$ cat src/rtl/vec_load_unit.sv
// Vector load unit: gathers LANES elements from data memory at base + lane*STRIDE, one read at a
// time, and writes the assembled vector to the vector register file through we3/ra3/wd3.
module vec_load_unit #(
  parameter int N      = 20,
  parameter int LANES  = 8,
  parameter int AW     = 32,
  parameter int STRIDE = 1
) (
  input  logic                      clk,
  input  logic                      reset,
  input  logic                      start,
  input  logic [AW-1:0]             base_addr,
  input  logic [3:0]                dst_reg,
  output logic                      busy,
  output logic                      done,
  output logic                      mem_rd_en,
  output logic [AW-1:0]             mem_addr,
  input  logic [N-1:0]              mem_rdata,
  input  logic                      mem_rvalid,
  output logic                      we3,
  output logic [3:0]                ra3,
  output logic [LANES-1:0][N-1:0]   wd3
);

  localparam int            LW       = $clog2(LANES);
  localparam logic [AW-1:0] STRIDE_A = AW'(STRIDE);
  localparam logic [LW-1:0] LAST     = LW'(LANES - 1);

  typedef enum logic [1:0] {
    S_IDLE,
    S_ISSUE,
    S_WAIT,
    S_WRITE
  } state_t;

  state_t                    state, state_next;
  logic [LW-1:0]             lane, lane_next;
  logic [AW-1:0]             base_q, base_next;
  logic [3:0]                dst_q, dst_next;
  logic [LANES-1:0][N-1:0]   wd3_next;
  logic [AW-1:0]             lane_addr;
  logic                      last_lane;

  assign last_lane = (lane == LAST);

  // Address of the lane about to be issued; wraps modulo 2^AW by construction.
  assign lane_addr = base_next + AW'(lane_next) * STRIDE_A;

  // NOTE: every signal written here gets a default first, so no path leaves it unassigned
  // and no latch is inferred.
  always_comb begin
    state_next = state;
    lane_next  = lane;
    base_next  = base_q;
    dst_next   = dst_q;
    wd3_next   = wd3;

    unique case (state)
      S_IDLE: begin
        if (start) begin
          base_next  = base_addr;
          dst_next   = dst_reg;
          lane_next  = '0;
          state_next = S_ISSUE;
        end
      end
      S_ISSUE: begin
        state_next = S_WAIT;
      end
      S_WAIT: begin
        if (mem_rvalid) begin
          wd3_next[lane] = mem_rdata;
          if (last_lane) begin
            state_next = S_WRITE;
          end else begin
            lane_next  = lane + LW'(1);
            state_next = S_ISSUE;
          end
        end
      end
      S_WRITE: begin
        state_next = S_IDLE;
      end
      default: begin
        state_next = S_IDLE;
      end
    endcase
  end

  // Outputs are registered from the next-state decode, so each strobe is high exactly
  // during the cycle its state is occupied and is stable for the negedge register file.
  // NOTE: sequential state uses non-blocking assignments so every register samples
  // pre-edge values regardless of statement order.
  always_ff @(posedge clk) begin
    if (reset) begin
      state     <= S_IDLE;
      lane      <= '0;
      base_q    <= '0;
      dst_q     <= '0;
      busy      <= 1'b0;
      done      <= 1'b0;
      mem_rd_en <= 1'b0;
      mem_addr  <= '0;
      we3       <= 1'b0;
      ra3       <= '0;
      // NOTE: the lane data register is reset too, so an aborted load leaves no stale lanes.
      wd3       <= '0;
    end else begin
      state     <= state_next;
      lane      <= lane_next;
      base_q    <= base_next;
      dst_q     <= dst_next;
      busy      <= (state_next != S_IDLE);
      done      <= (state_next == S_WRITE);
      we3       <= (state_next == S_WRITE);
      mem_rd_en <= (state_next == S_ISSUE);
      wd3       <= wd3_next;
      if (state_next == S_ISSUE) begin
        mem_addr <= lane_addr;
      end
      if (state_next == S_WRITE) begin
        ra3 <= dst_next;
      end
    end
  end

endmodule

$ cat config.mk
export PLATFORM = sky130hd
export DESIGN_NAME = vec_load_unit
export DESIGN_NICKNAME = d
export VERILOG_FILES = /design/src/rtl/vec_load_unit.sv
export SDC_FILE = /design/constraint.sdc
export NUM_CORES = 1
export LEC_CHECK = 0
export BUFFER_PORTS_ARGS = -buffer_cell sky130_fd_sc_hd__buf_2
export CAP_MARGIN = 5
export CORE_MARGIN = 2
export CORE_UTILIZATION = 40
export DETAILED_ROUTE_END_ITERATION = 10
export SLEW_MARGIN = 10
export SYNTH_ARGS = -nofsm -noshare
export SYNTH_HDL_FRONTEND = slang
export SYNTH_SLANG_ARGS = --single-unit
$ cat constraint.sdc
create_clock -name clk -period 4.1 [get_ports clk]
set_input_delay 0.41 -clock clk [delete_from_list [all_inputs] [get_ports clk]]
set_output_delay 0.41 -clock clk [all_outputs]
set_load 0.02 [all_outputs]
==> impl_metrics.json, run 1 <==
{
  "status": "completed",
  "die_area_sq_um": 25300,
  "clkLatencyLatePin_ns": 0.53,
  "required_ns": 4.54,
  "hp-class": "in2reg",
  "cp_max_fo": 17,
  "hold_depth": 3,
  "htreeDepth": 1,
  "pin_count": 260,
  "power_mw": 5.09,
  "drt-pass1-iter-count": 5,
  "die-height_microns": 159,
  "cts_sinks": 240,
  "tns_ns": 0,
  "grt-ovfl-total": 0,
  "p_per_area_nw_per_um2": 428,
  "synth_enable_flop_cells": 0,
  "clkPwrFrac": 0.442,
  "path_clk_slew_ns": 0.06,
  "ctsResizeCount": 0,
  "routabilityCongestion": 0.803,
  "drtIter0Drc": 612,
  "place_hpwl_microns": 20600,
  "crit_slowest_cell": "or4_1",
  "fin_skew_ns": 0.0245,
  "grt_max_degree": 95,
  "min_from": "base_addr[5]",
  "synth-seq-cells": 240,
  "rsz0062_at_grt": "no",
  "ctsHoldBuffers": 0,
  "cts_buffers": 26,
  "wirelength_microns": 29600,
  "final_util": 0.505,
  "via_per_inst": 5.17,
  "grt_pass1_vias": 8437,
  "syn_avg_cell_area_sq_um": 8.12,
  "worst-r2r-setup-slack_ns": 0.68,
  "layout_common_cells": "369 x nand2_1, 258 x buf_2, 240 x dfxtp_1, 183 x a21oi_1, 54 x nor2_1",
  "cts_tree": "built",
  "slew_headroom": 0.297,
  "route.detailed.drc": 0,
  "cp-start-kind": "flop",
  "ys_types": 65,
  "tightest_slew_ns": 1.05,
  "period_needed_ns": 3.42,
  "maxSlewViolCount": 0,
  "synth_nets": 1250,
  "yosysSeqAreaShare": 0.499,
  "rr_worst_depth": 15,
  "min_to": "base_q[5]",
  "mostFrequentLayoutCell": "nand2_1",
  "core-area_sq_um": 23500,
  "root_buffer": "clkbuf_16",
  "drv_cap": 0,
  "grt_use_total": 0.226,
  "syn-instance-count": 1185,
  "wire_per_inst_microns": 17.1,
  "synth-main-ff-cell": "dfxtp_1",
  "initial_core_util": 0.409,
  "postCtsSetupBuffers": 0,
  "port_buffers": 259,
  "vdd_drop_max_v": 0.000367,
  "rows": 56,
  "clk_path_buf_depth": 3,
  "antenna_found_initial": 2,
  "seqPwrFrac": 0.476,
  "die_w_microns": 159,
  "synth.cell_area_sq_um": 9630,
  "critPathMaxStageDelay_ns": 0.42,
  "combPwrFrac": 0.081,
  "cp-end-kind": "flop",
  "num-nets-final": 1456,
  "area_delta_synth_final_pct": 23.6,
  "swShare": 0.248,
  "setup_viol": 0,
  "synth_warnings": 0,
  "synth-async-reset-ratio": 0,
  "finalHoldViolCount": 0,
  "grt_pass1_wl_microns": 46900,
  "period_share": 0.833,
  "max_freq_mhz": 293,
  "leakagePower_nw": 4.93,
  "worstReg2RegEnd": "mem_addr[26]",
  "power.switching_mw": 1.26,
  "ant_nets": 0,
  "worstPathCellList": "buf_4 -> ha_1 -> nand2_1 -> a31oi_1 -> or2_2 -> nand2_1 -> o21ai_0 -> ha_1 -> fa_1 -> a21oi_1 -> a21oi_2 -> o211ai_4 -> nor3_1 -> or4_1 -> o211ai_1",
  "r2r-start": "lane[0]",
  "num_vias": 8946,
  "drive_gt1_frac": 0.248,
  "setup.worst_path.class": "reg2reg",
  "critical_path_arrival_ns": 3.85,
  "p_int_mw": 3.83
}
[flip-flops by register name, indices dropped and copies added (netlist names)]
name / cells
wd3: 160
base_q: 32
mem_addr: 32
dst_q: 4
ra3: 4
lane: 3
state: 2
busy: 1
mem_rd_en: 1
we3: 1
[power by group through the flow]
stage / combinational, mW / clock (mW) / sequential, mW
final: 0.414 / 2.25 / 2.43
after global routing: 0.450 / 2.40 / 2.43
after CTS: 0.414 / 2.30 / 2.43
after detailed placement: 0.413 / 0 / 2.48
after global placement: 0.410 / 0 / 2.48
after floorplan: 0.244 / 0 / 2.50
[critical path: cells and delay by family, from the launching register on]
kind	cells	cell delay [ns]
flip-flops	1	0.29
AND/OR/NAND/NOR	5	1.04
AO/OA/AOI/OAI	6	0.96
adder cells (fa/ha/maj)	3	0.85
buffers and inverters	1	0.18
[routing by layer]
metal,vias to the layer above,share of wire,global-route usage
met2,252,0.46,0.370
met5,-,0.00037,0
li1,4401,-,-
met3,41,0.072,0.0607
met1,4250,0.44,0.300
met4,2,0.021,0.0500
[worst max path at each step]
stage	startpoint	endpoint	slack (ns)	cells past startpoint
after global routing	lane[0]	mem_addr[26]	0.37	15
after floorplan	state[0]	mem_addr[28]	0.91	15
final	lane[0]	mem_addr[26]	0.68	15
after global placement	lane[0]	mem_addr[26]	0.78	15
after detailed placement	lane[0]	mem_addr[26]	0.73	15
after CTS	lane[0]	mem_addr[26]	0.68	15
[cells in the mapped netlist, drive strengths merged (4+ instances only)]
master	number	area (sq um)
o21ai	7	35.0
or3	5	32.5
a22oi	6	58.8
mux2i	39	407
ha	4	50.1
a211oi	9	67.6
a21o	4	32.5
clkbuf	89	379
nor2	57	221
nand4	16	100
and3	7	46.3
nor4b	6	73.8
or4	8	60.1
a22o	8	70.1
dfxtp	240	4800
nand2	369	1390
buf	11	87.6
xor2	7	61.3
nand3	44	225
nor3b	4	35.0
nor3	15	86.3
a31oi	6	37.5
xnor2	8	70.1
a21oi	184	925
[final cells by class]
class / instances / area (sq um)
diodes: 1 / 2.50
clock buffers: 38 / 776
clock inverters: 9 / 58.8
fillers: 2372 / 11600
inverters: 3 / 11.3
multi-input cells: 842 / 4390
flip-flops and latches: 240 / 4800
well taps: 319 / 399
repair buffers: 278 / 1460
[cells by family (layout without fill, tap and decap cells)]
group / count (synthesis) / in the layout / synth area share
AOI/OAI and AO/OA: 237 / 237 / 0.141
xor gates and xnor gates: 15 / 15 / 0.0136
adders and majority gates: 5 / 5 / 0.00728
buffers and inverters: 103 / 328 / 0.0496
DFF: 240 / 240 / 0.499
muxes: 40 / 40 / 0.0434
other: 0 / 1 / 0
and+or+nand+nor: 545 / 545 / 0.246
[through the flow]
step	hold WS (ns)	cells	worst slack (ns)	instance area (sq um)
after floorplan	0.444	1185	0.910	9630
after global placement	0.438	1682	0.779	11100
after detailed placement	0.443	1682	0.729	11100
after CTS	0.131	1729	0.676	11900
after global routing	0.163	1729	0.372	11900
final	0.146	1730	0.684	11900
Note: power is estimated with default switching activity, not from simulation.
==> run 2, diff against run 1 <==
==> constraint.sdc (replaced) <==
create_clock -name clk -period 3.5 [get_ports clk]
set_input_delay 0.35 -clock clk [delete_from_list [all_inputs] [get_ports clk]]
set_output_delay 0.35 -clock clk [all_outputs]
set_load 0.02 [all_outputs]
==> impl_metrics.json, run 2 (same netlist as run 1, synthesis figures left out) <==
{
  "clk_path_buf_depth": 3,
  "htreeDepth": 1,
  "postCtsSetupBuffers": 0,
  "drv_cap": 0,
  "critPathMaxStageDelay_ns": 0.42,
  "drt-pass1-iter-count": 5,
  "route.detailed.drc": 0,
  "rr_worst_depth": 14,
  "r2r-start": "lane[0]",
  "reg_top3": "wd3: 160 flops, base_q: 32 flops, mem_addr: 32 flops",
  "critical_path_arrival_ns": 3.59,
  "slew_headroom": 0.296,
  "place_hpwl_microns": 20400,
  "hold_depth": 3,
  "root_buffer": "clkbuf_16",
  "area_delta_synth_final_pct": 25.0,
  "vdd_drop_max_v": 0.000280,
  "port_buffers": 259,
  "grt_use_total": 0.225,
  "n_fill_cell": 2316,
  "worst-r2r-setup-slack_ns": 0.36,
  "regArea_sq_um": 4800,
  "antenna_found_initial": 3,
  "rows": 56,
  "path_clk_slew_ns": 0.06,
  "core-area_sq_um": 23500,
  "cp-end-kind": "flop",
  "initial_core_util": 0.409,
  "drtIter0Drc": 703,
  "wirelength_microns": 29700,
  "rsz0062_at_grt": "no",
  "setup.worst_path.class": "reg2reg",
  "setup_viol": 0,
  "largest_reg_flops": 160,
  "wire_per_inst_microns": 17.1,
  "ant_nets": 0,
  "pin_count": 260,
  "cp-start-kind": "flop",
  "min_from": "dst_reg[0]",
  "maxSlewViolCount": 0,
  "cts_sinks": 240,
  "required_ns": 3.95,
  "routabilityCongestion": 0.805,
  "hp-class": "in2reg",
  "num_vias": 8924,
  "final_util": 0.511,
  "die_area_sq_um": 25300,
  "mostFrequentLayoutCell": "nand2_1",
  "min_to": "dst_q[0]",
  "leakagePower_nw": 5.00,
  "multi_input_area_sq_um": 4390,
  "via_per_inst": 5.14,
  "crit_slowest_cell": "fa_1",
  "cts_tree": "built",
  "status": "completed",
  "grt_pass1_wl_microns": 46300,
  "drive_gt1_frac": 0.253,
  "grt_pass1_vias": 8210,
  "p_per_area_nw_per_um2": 523,
  "layout_common_cells": "369 x nand2_1, 258 x buf_2, 240 x dfxtp_1, 182 x a21oi_1, 54 x nor2_1",
  "clkLatencyLatePin_ns": 0.53,
  "tightest_slew_ns": 1.05,
  "cts_buffers": 26,
  "worstReg2RegEnd": "mem_addr[26]",
  "worstPathCellList": "ha_1 -> nand2_1 -> a31oi_1 -> or2_2 -> nand2_1 -> o21ai_0 -> ha_1 -> fa_1 -> a21oi_2 -> a21oi_2 -> o211ai_4 -> nor3_1 -> or4_1 -> o211ai_1",
  "cp_max_fo": 8,
  "grt_max_degree": 90,
  "largest-register": "wd3",
  "max_freq_mhz": 318,
  "finalHoldViolCount": 0,
  "tns_ns": 0,
  "hold_slack_ns": 0.0922,
  "power_mw": 6.29,
  "grt-ovfl-total": 0,
  "die-height_microns": 159,
  "period_needed_ns": 3.14,
  "num-nets-final": 1462,
  "die_w_microns": 159,
  "period_share": 0.898,
  "fin_skew_ns": 0.0137
}
[run 2: cell count changes in the layout (fill, tap and decap cells not counted), sizes merged]
| cell | previous run | this run |
|---|---|---|
| bufinv | 0 | 5 |
| clkbuf | 38 | 34 |
| buf | 278 | 284 |
[run 2: stage by stage]
step / setup slack, ns / cell area, sq um / cells
floorplan: 0.310 / 9630 / 1185
CTS: 0.260 / 12000 / 1736
finish: 0.356 / 12000 / 1737
detailed placement: 0.297 / 11100 / 1688
global placement: 0.372 / 11100 / 1688
global route: 0.106 / 12000 / 1737
[run 2: per-layer routing]
metal | share of wire | up-vias | GRT usage
met4 | 0.029 | 2 | 0.0715
li1 | - | 4411 | -
met1 | 0.45 | 4200 | 0.300
met5 | 0.00024 | - | 0
met2 | 0.45 | 252 | 0.359
met3 | 0.067 | 59 | 0.0563
[run 2: timing repair]
action / 4_1_cts / 5_1_grt
hold buffers: 0 / 0
endpoints found under the setup margin: 0 / 1
resized for setup: 0 / 1
[run 2: layout make-up]
type                    count  area share
clock inverters            14      0.0164
flip-flops and latches    240       0.399
repair buffers            284       0.124
multi-input cells         842       0.365
inverters                   3    0.000936
well taps                 319      0.0332
clock buffers              34      0.0608
diodes                      1    0.000208
[run 2: power breakdown]
group / leakage [nW] / internal (mW) / switching, mW / total (mW)
combinational: 2.59 / 0.155 / 0.328 / 0.484
sequential: 1.94 / 2.80 / 0.0432 / 2.84
clock: 0.461 / 1.84 / 1.13 / 2.97
[run 2: how the worst max path moves through the flow]
stage	start	to	cells past startpoint
floorplan	state[0]	mem_addr[28]	15
finish	lane[0]	mem_addr[26]	14
global placement	lane[0]	mem_addr[26]	14
CTS	lane[0]	mem_addr[26]	14
global route	lane[0]	mem_addr[26]	14
detailed placement	lane[0]	mem_addr[26]	14
[run 2: critical path, delay by kind of cell, from the launching register on]
family	cells	cell delay, ns
compound gates	6	0.85
fa+ha+maj	3	0.86
flops	1	0.31
simple gates	5	1.04
